$ cat src/rtl/b1_pkg.sv
`default_nettype none
// ============================================================================
// Module   : b1_pkg
// Brief    : Shared widths, event field offsets and event packing helper for
//            the b1 event capture block.
// Revision : 1.0 - initial release
// ============================================================================
package b1_pkg;

  // Sample vector {pd, pe, pf, pg}, sequence tag and packed event widths
  localparam int VEC_W = 4;
  localparam int SEQ_W = 4;
  localparam int EV_W  = 8;

  // Bit positions of each field inside a packed event {seq, pd, pe, pf, pg}
  localparam int EV_PG_BIT  = 0;
  localparam int EV_PF_BIT  = 1;
  localparam int EV_PE_BIT  = 2;
  localparam int EV_PD_BIT  = 3;
  localparam int EV_SEQ_LSB = 4;

  // Bit positions of each flag inside a sample vector {pd, pe, pf, pg}
  localparam int VEC_PG_BIT = 0;
  localparam int VEC_PF_BIT = 1;
  localparam int VEC_PE_BIT = 2;
  localparam int VEC_PD_BIT = 3;

  // Build an event word from its sequence tag and sample vector
  function automatic logic [EV_W-1:0] pack_event(input logic [SEQ_W-1:0] seq,
                                                 input logic [VEC_W-1:0] vec);
    logic [EV_W-1:0] ev;
    ev = '0;
    ev[EV_SEQ_LSB +: SEQ_W] = seq;
    ev[EV_PD_BIT]           = vec[VEC_PD_BIT];
    ev[EV_PE_BIT]           = vec[VEC_PE_BIT];
    ev[EV_PF_BIT]           = vec[VEC_PF_BIT];
    ev[EV_PG_BIT]           = vec[VEC_PG_BIT];
    return ev;
  endfunction

endpackage : b1_pkg
`default_nettype wire

$ cat src/rtl/b1_ev_fifo.sv
`default_nettype none
// ============================================================================
// Module   : b1_ev_fifo
// Brief    : Small synchronous event FIFO. A push into a full FIFO is only
//            taken when a pop happens in the same cycle; a pop on an empty
//            FIFO is ignored. Storage is cleared by reset so the head word
//            reads zero after reset.
// Revision : 1.0 - initial release
// ============================================================================
module b1_ev_fifo #(
  parameter int FIFO_DEPTH = 4,
  parameter int EV_W       = 8
) (
  input  logic            clk,
  input  logic            rst,
  input  logic            i_push,
  input  logic            i_pop,
  input  logic [EV_W-1:0] i_wdata,
  output logic [EV_W-1:0] o_rdata,
  output logic            o_full,
  output logic            o_empty
);

  localparam int c_ADDR_W = (FIFO_DEPTH > 1) ? $clog2(FIFO_DEPTH) : 1;
  localparam logic [c_ADDR_W:0] c_FULL_CNT = (c_ADDR_W + 1)'(FIFO_DEPTH);

  logic [EV_W-1:0]     r_mem [FIFO_DEPTH];
  logic [c_ADDR_W-1:0] r_wr_ptr;
  logic [c_ADDR_W-1:0] r_rd_ptr;
  logic [c_ADDR_W:0]   r_count;

  logic w_wr_en;
  logic w_rd_en;

  assign o_full  = (r_count == c_FULL_CNT);
  assign o_empty = (r_count == '0);
  assign o_rdata = r_mem[r_rd_ptr];

  // A full FIFO still accepts a write when the head leaves in the same cycle
  assign w_wr_en = i_push && (!o_full || i_pop);
  assign w_rd_en = i_pop && !o_empty;

  // Storage array and write pointer
  always_ff @(posedge clk or posedge rst) begin
    if (rst) begin
      for (int i = 0; i < FIFO_DEPTH; i++) begin
        r_mem[i] <= '0;
      end
      r_wr_ptr <= '0;
    end else if (w_wr_en) begin
      r_mem[r_wr_ptr] <= i_wdata;
      r_wr_ptr        <= r_wr_ptr + 1'b1;
    end
  end

  // Read pointer advances on every effective pop
  always_ff @(posedge clk or posedge rst) begin
    if (rst) begin
      r_rd_ptr <= '0;
    end else if (w_rd_en) begin
      r_rd_ptr <= r_rd_ptr + 1'b1;
    end
  end

  // Occupancy tracks the net effect of write and read in the same cycle
  always_ff @(posedge clk or posedge rst) begin
    if (rst) begin
      r_count <= '0;
    end else begin
      case ({w_wr_en, w_rd_en})
        2'b10:   r_count <= r_count + 1'b1;
        2'b01:   r_count <= r_count - 1'b1;
        default: r_count <= r_count;
      endcase
    end
  end

endmodule : b1_ev_fifo
`default_nettype wire

$ cat src/rtl/b1_event_capture.sv
`default_nettype none
// ============================================================================
// Module   : b1_event_capture
// Brief    : Watches accepted {pd,pe,pf,pg} samples, queues an event with a
//            sequence tag whenever the vector changes (or on the first
//            sample), keeps saturating pe/pf counters and sticky error and
//            overflow flags.
// Revision : 1.0 - initial release
// ============================================================================
module b1_event_capture
  import b1_pkg::*;
#(
  parameter int FIFO_DEPTH = 4,
  parameter int CNT_W      = 8
) (
  input  logic             clk,
  input  logic             rst,
  input  logic             in_valid,
  input  logic             pd,
  input  logic             pe,
  input  logic             pf,
  input  logic             pg,
  input  logic             clr,
  output logic             ev_valid,
  input  logic             ev_ready,
  output logic [EV_W-1:0]  ev_data,
  output logic [CNT_W-1:0] pe_cnt,
  output logic [CNT_W-1:0] pf_cnt,
  output logic             err,
  output logic             ovf
);

  localparam logic [CNT_W-1:0] c_CNT_MAX = '1;

  logic [VEC_W-1:0] r_prev_vec;
  logic             r_has_prev;
  logic [SEQ_W-1:0] r_seq;
  logic [CNT_W-1:0] r_pe_cnt;
  logic [CNT_W-1:0] r_pf_cnt;
  logic             r_err;
  logic             r_ovf;

  logic [VEC_W-1:0] w_vec;
  logic             w_event;
  logic             w_full;
  logic             w_empty;
  logic             w_pop;
  logic             w_push_ok;
  logic             w_drop;
  logic [EV_W-1:0]  w_ev_word;

  assign w_vec     = {pd, pe, pf, pg};
  assign w_event   = in_valid && (!r_has_prev || (w_vec != r_prev_vec));
  assign w_pop     = !w_empty && ev_ready;
  assign w_push_ok = w_event && (!w_full || w_pop);
  assign w_drop    = w_event && w_full && !w_pop;
  assign w_ev_word = pack_event(r_seq, w_vec);

  assign ev_valid = !w_empty;
  assign pe_cnt   = r_pe_cnt;
  assign pf_cnt   = r_pf_cnt;
  assign err      = r_err;
  assign ovf      = r_ovf;

  b1_ev_fifo #(
    .FIFO_DEPTH (FIFO_DEPTH),
    .EV_W       (EV_W)
  ) u_fifo (
    .clk     (clk),
    .rst     (rst),
    .i_push  (w_event),
    .i_pop   (w_pop),
    .i_wdata (w_ev_word),
    .o_rdata (ev_data),
    .o_full  (w_full),
    .o_empty (w_empty)
  );

  // Change detector history; untouched by clr so the next sample still compares
  always_ff @(posedge clk or posedge rst) begin
    if (rst) begin
      r_prev_vec <= '0;
      r_has_prev <= 1'b0;
    end else if (in_valid) begin
      r_prev_vec <= w_vec;
      r_has_prev <= 1'b1;
    end
  end

  // Sequence tag only moves when an event actually lands in the FIFO
  always_ff @(posedge clk or posedge rst) begin
    if (rst) begin
      r_seq <= '0;
    end else if (w_push_ok) begin
      r_seq <= r_seq + 1'b1;
    end
  end

  // Saturating occurrence counters; clr has priority over a same-cycle count
  always_ff @(posedge clk or posedge rst) begin
    if (rst) begin
      r_pe_cnt <= '0;
      r_pf_cnt <= '0;
    end else if (clr) begin
      r_pe_cnt <= '0;
      r_pf_cnt <= '0;
    end else if (in_valid) begin
      if (pe && (r_pe_cnt != c_CNT_MAX)) begin
        r_pe_cnt <= r_pe_cnt + 1'b1;
      end
      if (pf && (r_pf_cnt != c_CNT_MAX)) begin
        r_pf_cnt <= r_pf_cnt + 1'b1;
      end
    end
  end

  // Sticky error and overflow flags; clr has priority over a same-cycle set
  always_ff @(posedge clk or posedge rst) begin
    if (rst) begin
      r_err <= 1'b0;
      r_ovf <= 1'b0;
    end else if (clr) begin
      r_err <= 1'b0;
      r_ovf <= 1'b0;
    end else begin
      if (in_valid && (pg == pd)) begin
        r_err <= 1'b1;
      end
      if (w_drop) begin
        r_ovf <= 1'b1;
      end
    end
  end

endmodule : b1_event_capture
`default_nettype wire

$ cat config.mk
export PLATFORM = sky130hd
export DESIGN_NAME = b1_event_capture
export DESIGN_NICKNAME = d
export VERILOG_FILES = /design/src/rtl/b1_pkg.sv /design/src/rtl/b1_ev_fifo.sv /design/src/rtl/b1_event_capture.sv
export SDC_FILE = /design/constraint.sdc
export NUM_CORES = 1
export LEC_CHECK = 0
export BUFFER_PORTS_ARGS = -buffer_cell sky130_fd_sc_hd__buf_2
export CORE_MARGIN = 2
export CORE_UTILIZATION = 45
export CTS_CLUSTER_DIAMETER = 50
export DETAILED_ROUTE_END_ITERATION = 7
export MAX_ROUTING_LAYER = met4
export PLACE_DENSITY = 0.69
export SYNTH_ARGS = -nofsm -noshare
export SYNTH_HDL_FRONTEND = slang
export SYNTH_SLANG_ARGS = --single-unit
$ cat constraint.sdc
create_clock -name clk -period 7.3 [get_ports clk]
set_input_delay 0.73 -clock clk [delete_from_list [all_inputs] [get_ports clk]]
set_output_delay 0.73 -clock clk [all_outputs]
set_load 0.005 [all_outputs]
==> key figures <==
Run status
  – Status: finished clean

Layout
  – Fin area: about 3800 um2
  – Layout Nets: 323
  – Post-layout util: a little over half
  – Share of layout cells above drive strength 1: between 30% and 40%
  – Fillers: 630
  – Number of diodes: 0
  – Syn-to-layout area delta: 13.4%

Worst setup path
  – Crit. End Element: flop
  – CP max stage cell: and4_1
  – Critical path class: in2reg
  – Data required, critical path: 7.56 ns
  – CP Max Fanout: 7
  – Buf+Inv Stages, Crit Path: 3
  – Crit-path cells: buf_2 -> xnor2_1 -> and4_1 -> a21oi_1 -> inv_1 -> ha_1 -> inv_1 -> fa_1 -> xor2_1 -> nor2_1 -> xor2_1
  – CP Launch Type: input pin
  – CP arrival: a little under 3 ns
  – CP delay by family, top: XOR/XNOR gates
  – CP max stage delay: 0.38 ns

Routing
  – TritonRoute pass-1 iters: 4
  – Routed WL: around 6 mm
  – Mean routed wirelength per cell: around 15 um
  – Initial drt markers: approximately 120
  – Antenna-violating nets left: 0
  – Via Count: ~2100
  – Vias per cell: 5.25
  – DRC viols: 0

GRT
  – Largest net degree at the start of global routing: 67
  – GRT overflow: 0
  – First-pass GRT wire length: ~11 mm
  – Gr usage total: between 10% and 20%
  – Vias in the first global route: between 2000 and 2500
  – Initial antenna violation count: 0

Placed design
  – Post-DP Area: 3570 um2
  – Placer Congestion: a little under 0.8
  – IO buf count: 35
  – DP Wirelength: 4.12 mm
  – Setup WS pre-CTS: 4.29 ns

Synthesis
  – Synth warn: 0
  – #FFs+latches synth: 66
  – Synthesized cell area: 3320 um2
  – Net Count, Synth: 287
  – Most common cell in the netlist: dfrtp_1
  – Top_reg_cell synth: dfrtp_1
  – Syn_area_per_cell: approximately 12 um2
  – Post-Synth XOR/XNOR Area: 6.30%
  – Synth Area in Adders: under 10%
  – Post-synthesis compound-gate area fraction: 8.15%
  – Synth Instances: 269
  – Sequential share of the synthesized area: between 40 and 50%
  – EDFF count, synth: 0
  – Distinct cell type count after synthesis: 41
  – Synth area leader: dfrtp_1
  – Simple-Gate Fraction of Synth Area: 11.1%
  – Yosys top cell area share: between 40% and 50%
  – Mux cell area share after synthesis: between 10% and 20%
  – Largest family of logic cells by synthesized area: multiplexers
  – Top post-synthesis cells by count: dfrtp_1 (66), mux2_2 (32), nor2_1 (16)
  – Main area contributors after synthesis: dfrtp_1 (50%), mux2_2 (11%), mux4_2 (5.4%)
  – Synth async-reset ratio: 100%

Clock network
  – Clock Latency Late Sink: 0.34 ns
  – Num CTS Buffers: 9
  – Largest buffer count on any clock path: 2
  – CTS clock-pin slew for the worst setup and hold paths: approximately 0.060 ns
  – Root Buffer: clkbuf_8
  – Hold_buf cts: 0
  – Number of setup buffers added after CTS: 0
  – Post-CTS sizing: 0
  – CTS tree: built
  – Clk sink count: 66
  – CTS HTree Levels: 3

Die
  – Die W: approximately 90 um
  – Core area: approximately 7200 um2
  – Initial Util: 46.2%
  – Io pins: 36
  – Die area: between 8000 and 9000 um2
  – Site Rows: 31
  – Chip height: ~90 um

STA
  – Final setup margin: 4.66 ns
  – Worst clock skew: between 0.01 and 0.015 ns
  – Crit path time final: approximately 2.6 ns
  – Highest Clock Rate: 379 MHz
  – Pins Over Slew Limit: 0
  – Rel. slew slack: a little under half
  – Setup violations, final: 0
  – Setup TNS: 0 ns
  – Tcrit/Tclk final: ~36%
  – Worst-Margin Slew: ~0.81 ns
  – RSZ-0062 raised after global routing: false
  – Hold Fails Final Rpt: 0

Power
  – Static Leak: between 1.5 and 2 nW
  – VDD IR-drop max: about 130 uV
  – PD cells: between 300 and 400 nW/um2

Hold path
  – Hold crit path type: reg2reg

Run
  – Max-Cap Viols: 0
## worst paths after layout
path	start	end	cells past startpoint	slack (ns)
hold reg to reg	u_fifo.r_count[2]	u_fifo.r_count[2]	1	0.50
max in group asynchronous	rst	u_fifo.r_mem[12]	3	6.14
min in group asynchronous	rst	err	3	0.63
hold / removal	u_fifo.r_count[2]	u_fifo.r_count[2]	1	0.50
setup reg to reg	u_fifo.r_count[0]	u_fifo.r_count[2]	10	4.82
setup / recovery	pg	u_fifo.r_count[2]	11	4.66
## layout make-up
type | instances | area [um2] | area share, %
clock buffers | 11 | 151 | 4.03
well taps | 99 | 124 | 3.29
multi-input cells | 179 | 1560 | 41.5
repair buffers | 36 | 183 | 4.86
clock inverters | 3 | 40.0 | 1.06
inverters | 13 | 48.8 | 1.30
flip-flops and latches | 66 | 1650 | 43.9
## flip-flops by register name, indices dropped and copies added, names as in the netlist
name,flops
err,1
ovf,1
pe_cnt,8
pf_cnt,8
r_has_prev,1
r_prev_vec,4
r_seq,4
u_fifo.r_count,3
u_fifo.r_mem,32
u_fifo.r_rd_ptr,2
u_fifo.r_wr_ptr,2
## per-layer routing
layer / vias to the layer above / routed length [um] / global-route usage (%)
met4: 0 / 92 / 7.05
met2: 33 / 2870 / 25.1
met5: - / 0 / -
li1: 1031 / - / -
met3: 5 / 191 / 4.44
met1: 1068 / 2840 / 22.8
## through the flow
| step | hold WS [ns] | std cells | power [mW] |
|---|---|---|---|
| 6_report | 0.497 | 407 | 1.34 |
| 5_1_grt | 0.513 | 407 | 1.44 |
| 4_1_cts | 0.503 | 407 | 1.36 |
| 3_5_place_dp | 0.489 | 393 | 1.05 |
| 3_3_place_gp | 0.477 | 393 | 1.04 |
| 2_1_floorplan | 0.449 | 269 | 0.922 |
## cells in the final DEF, fill, tap and decap left out, drive strengths merged
| cell | count |
|---|---|
| a211oi | 1 |
| a21oi | 9 |
| a22oi | 3 |
| and2 | 4 |
| and3 | 8 |
| and4 | 1 |
| and4b | 2 |
| buf | 36 |
| bufinv | 1 |
| clkbuf | 11 |
| clkinv | 2 |
| dfrtp | 66 |
| fa | 1 |
| ha | 8 |
| inv | 13 |
| mux2 | 34 |
| mux2i | 3 |
| mux4 | 8 |
| nand2 | 12 |
| nand3 | 9 |
| nand4 | 3 |
| nor2 | 16 |
| nor2b | 2 |
| o211ai | 6 |
| o21ai | 13 |
| o22ai | 4 |
| o31ai | 2 |
| or2 | 1 |
| or3 | 3 |
| or4 | 2 |
| or4b | 1 |
| xnor2 | 12 |
| xor2 | 11 |
## power breakdown
part	switching [mW]	internal, mW	leakage [nW]
clock	0.131	0.171	0.101
sequential	0.111	0.493	0.818
combinational	0.170	0.263	0.775
## worst register-to-register path, cell delays in order (launching register included)
cell	delay [ns]
dfrtp_1	0.42
or4b_4	0.62
nand2_1	0.12
a21oi_1	0.10
inv_1	0.13
ha_1	0.19
inv_1	0.06
fa_1	0.37
xor2_1	0.15
nor2_1	0.11
xor2_1	0.14
## kinds of logic after synthesis
logic type	after synthesis
XOR/XNOR	23
buffers and inverters	24
AO/OA/AOI/OAI	38
adder cells (fa/ha/maj)	9
multiplexers	45
AND/OR/NAND/NOR	64
flip-flops	66
Power figures use the tool's default switching activity.
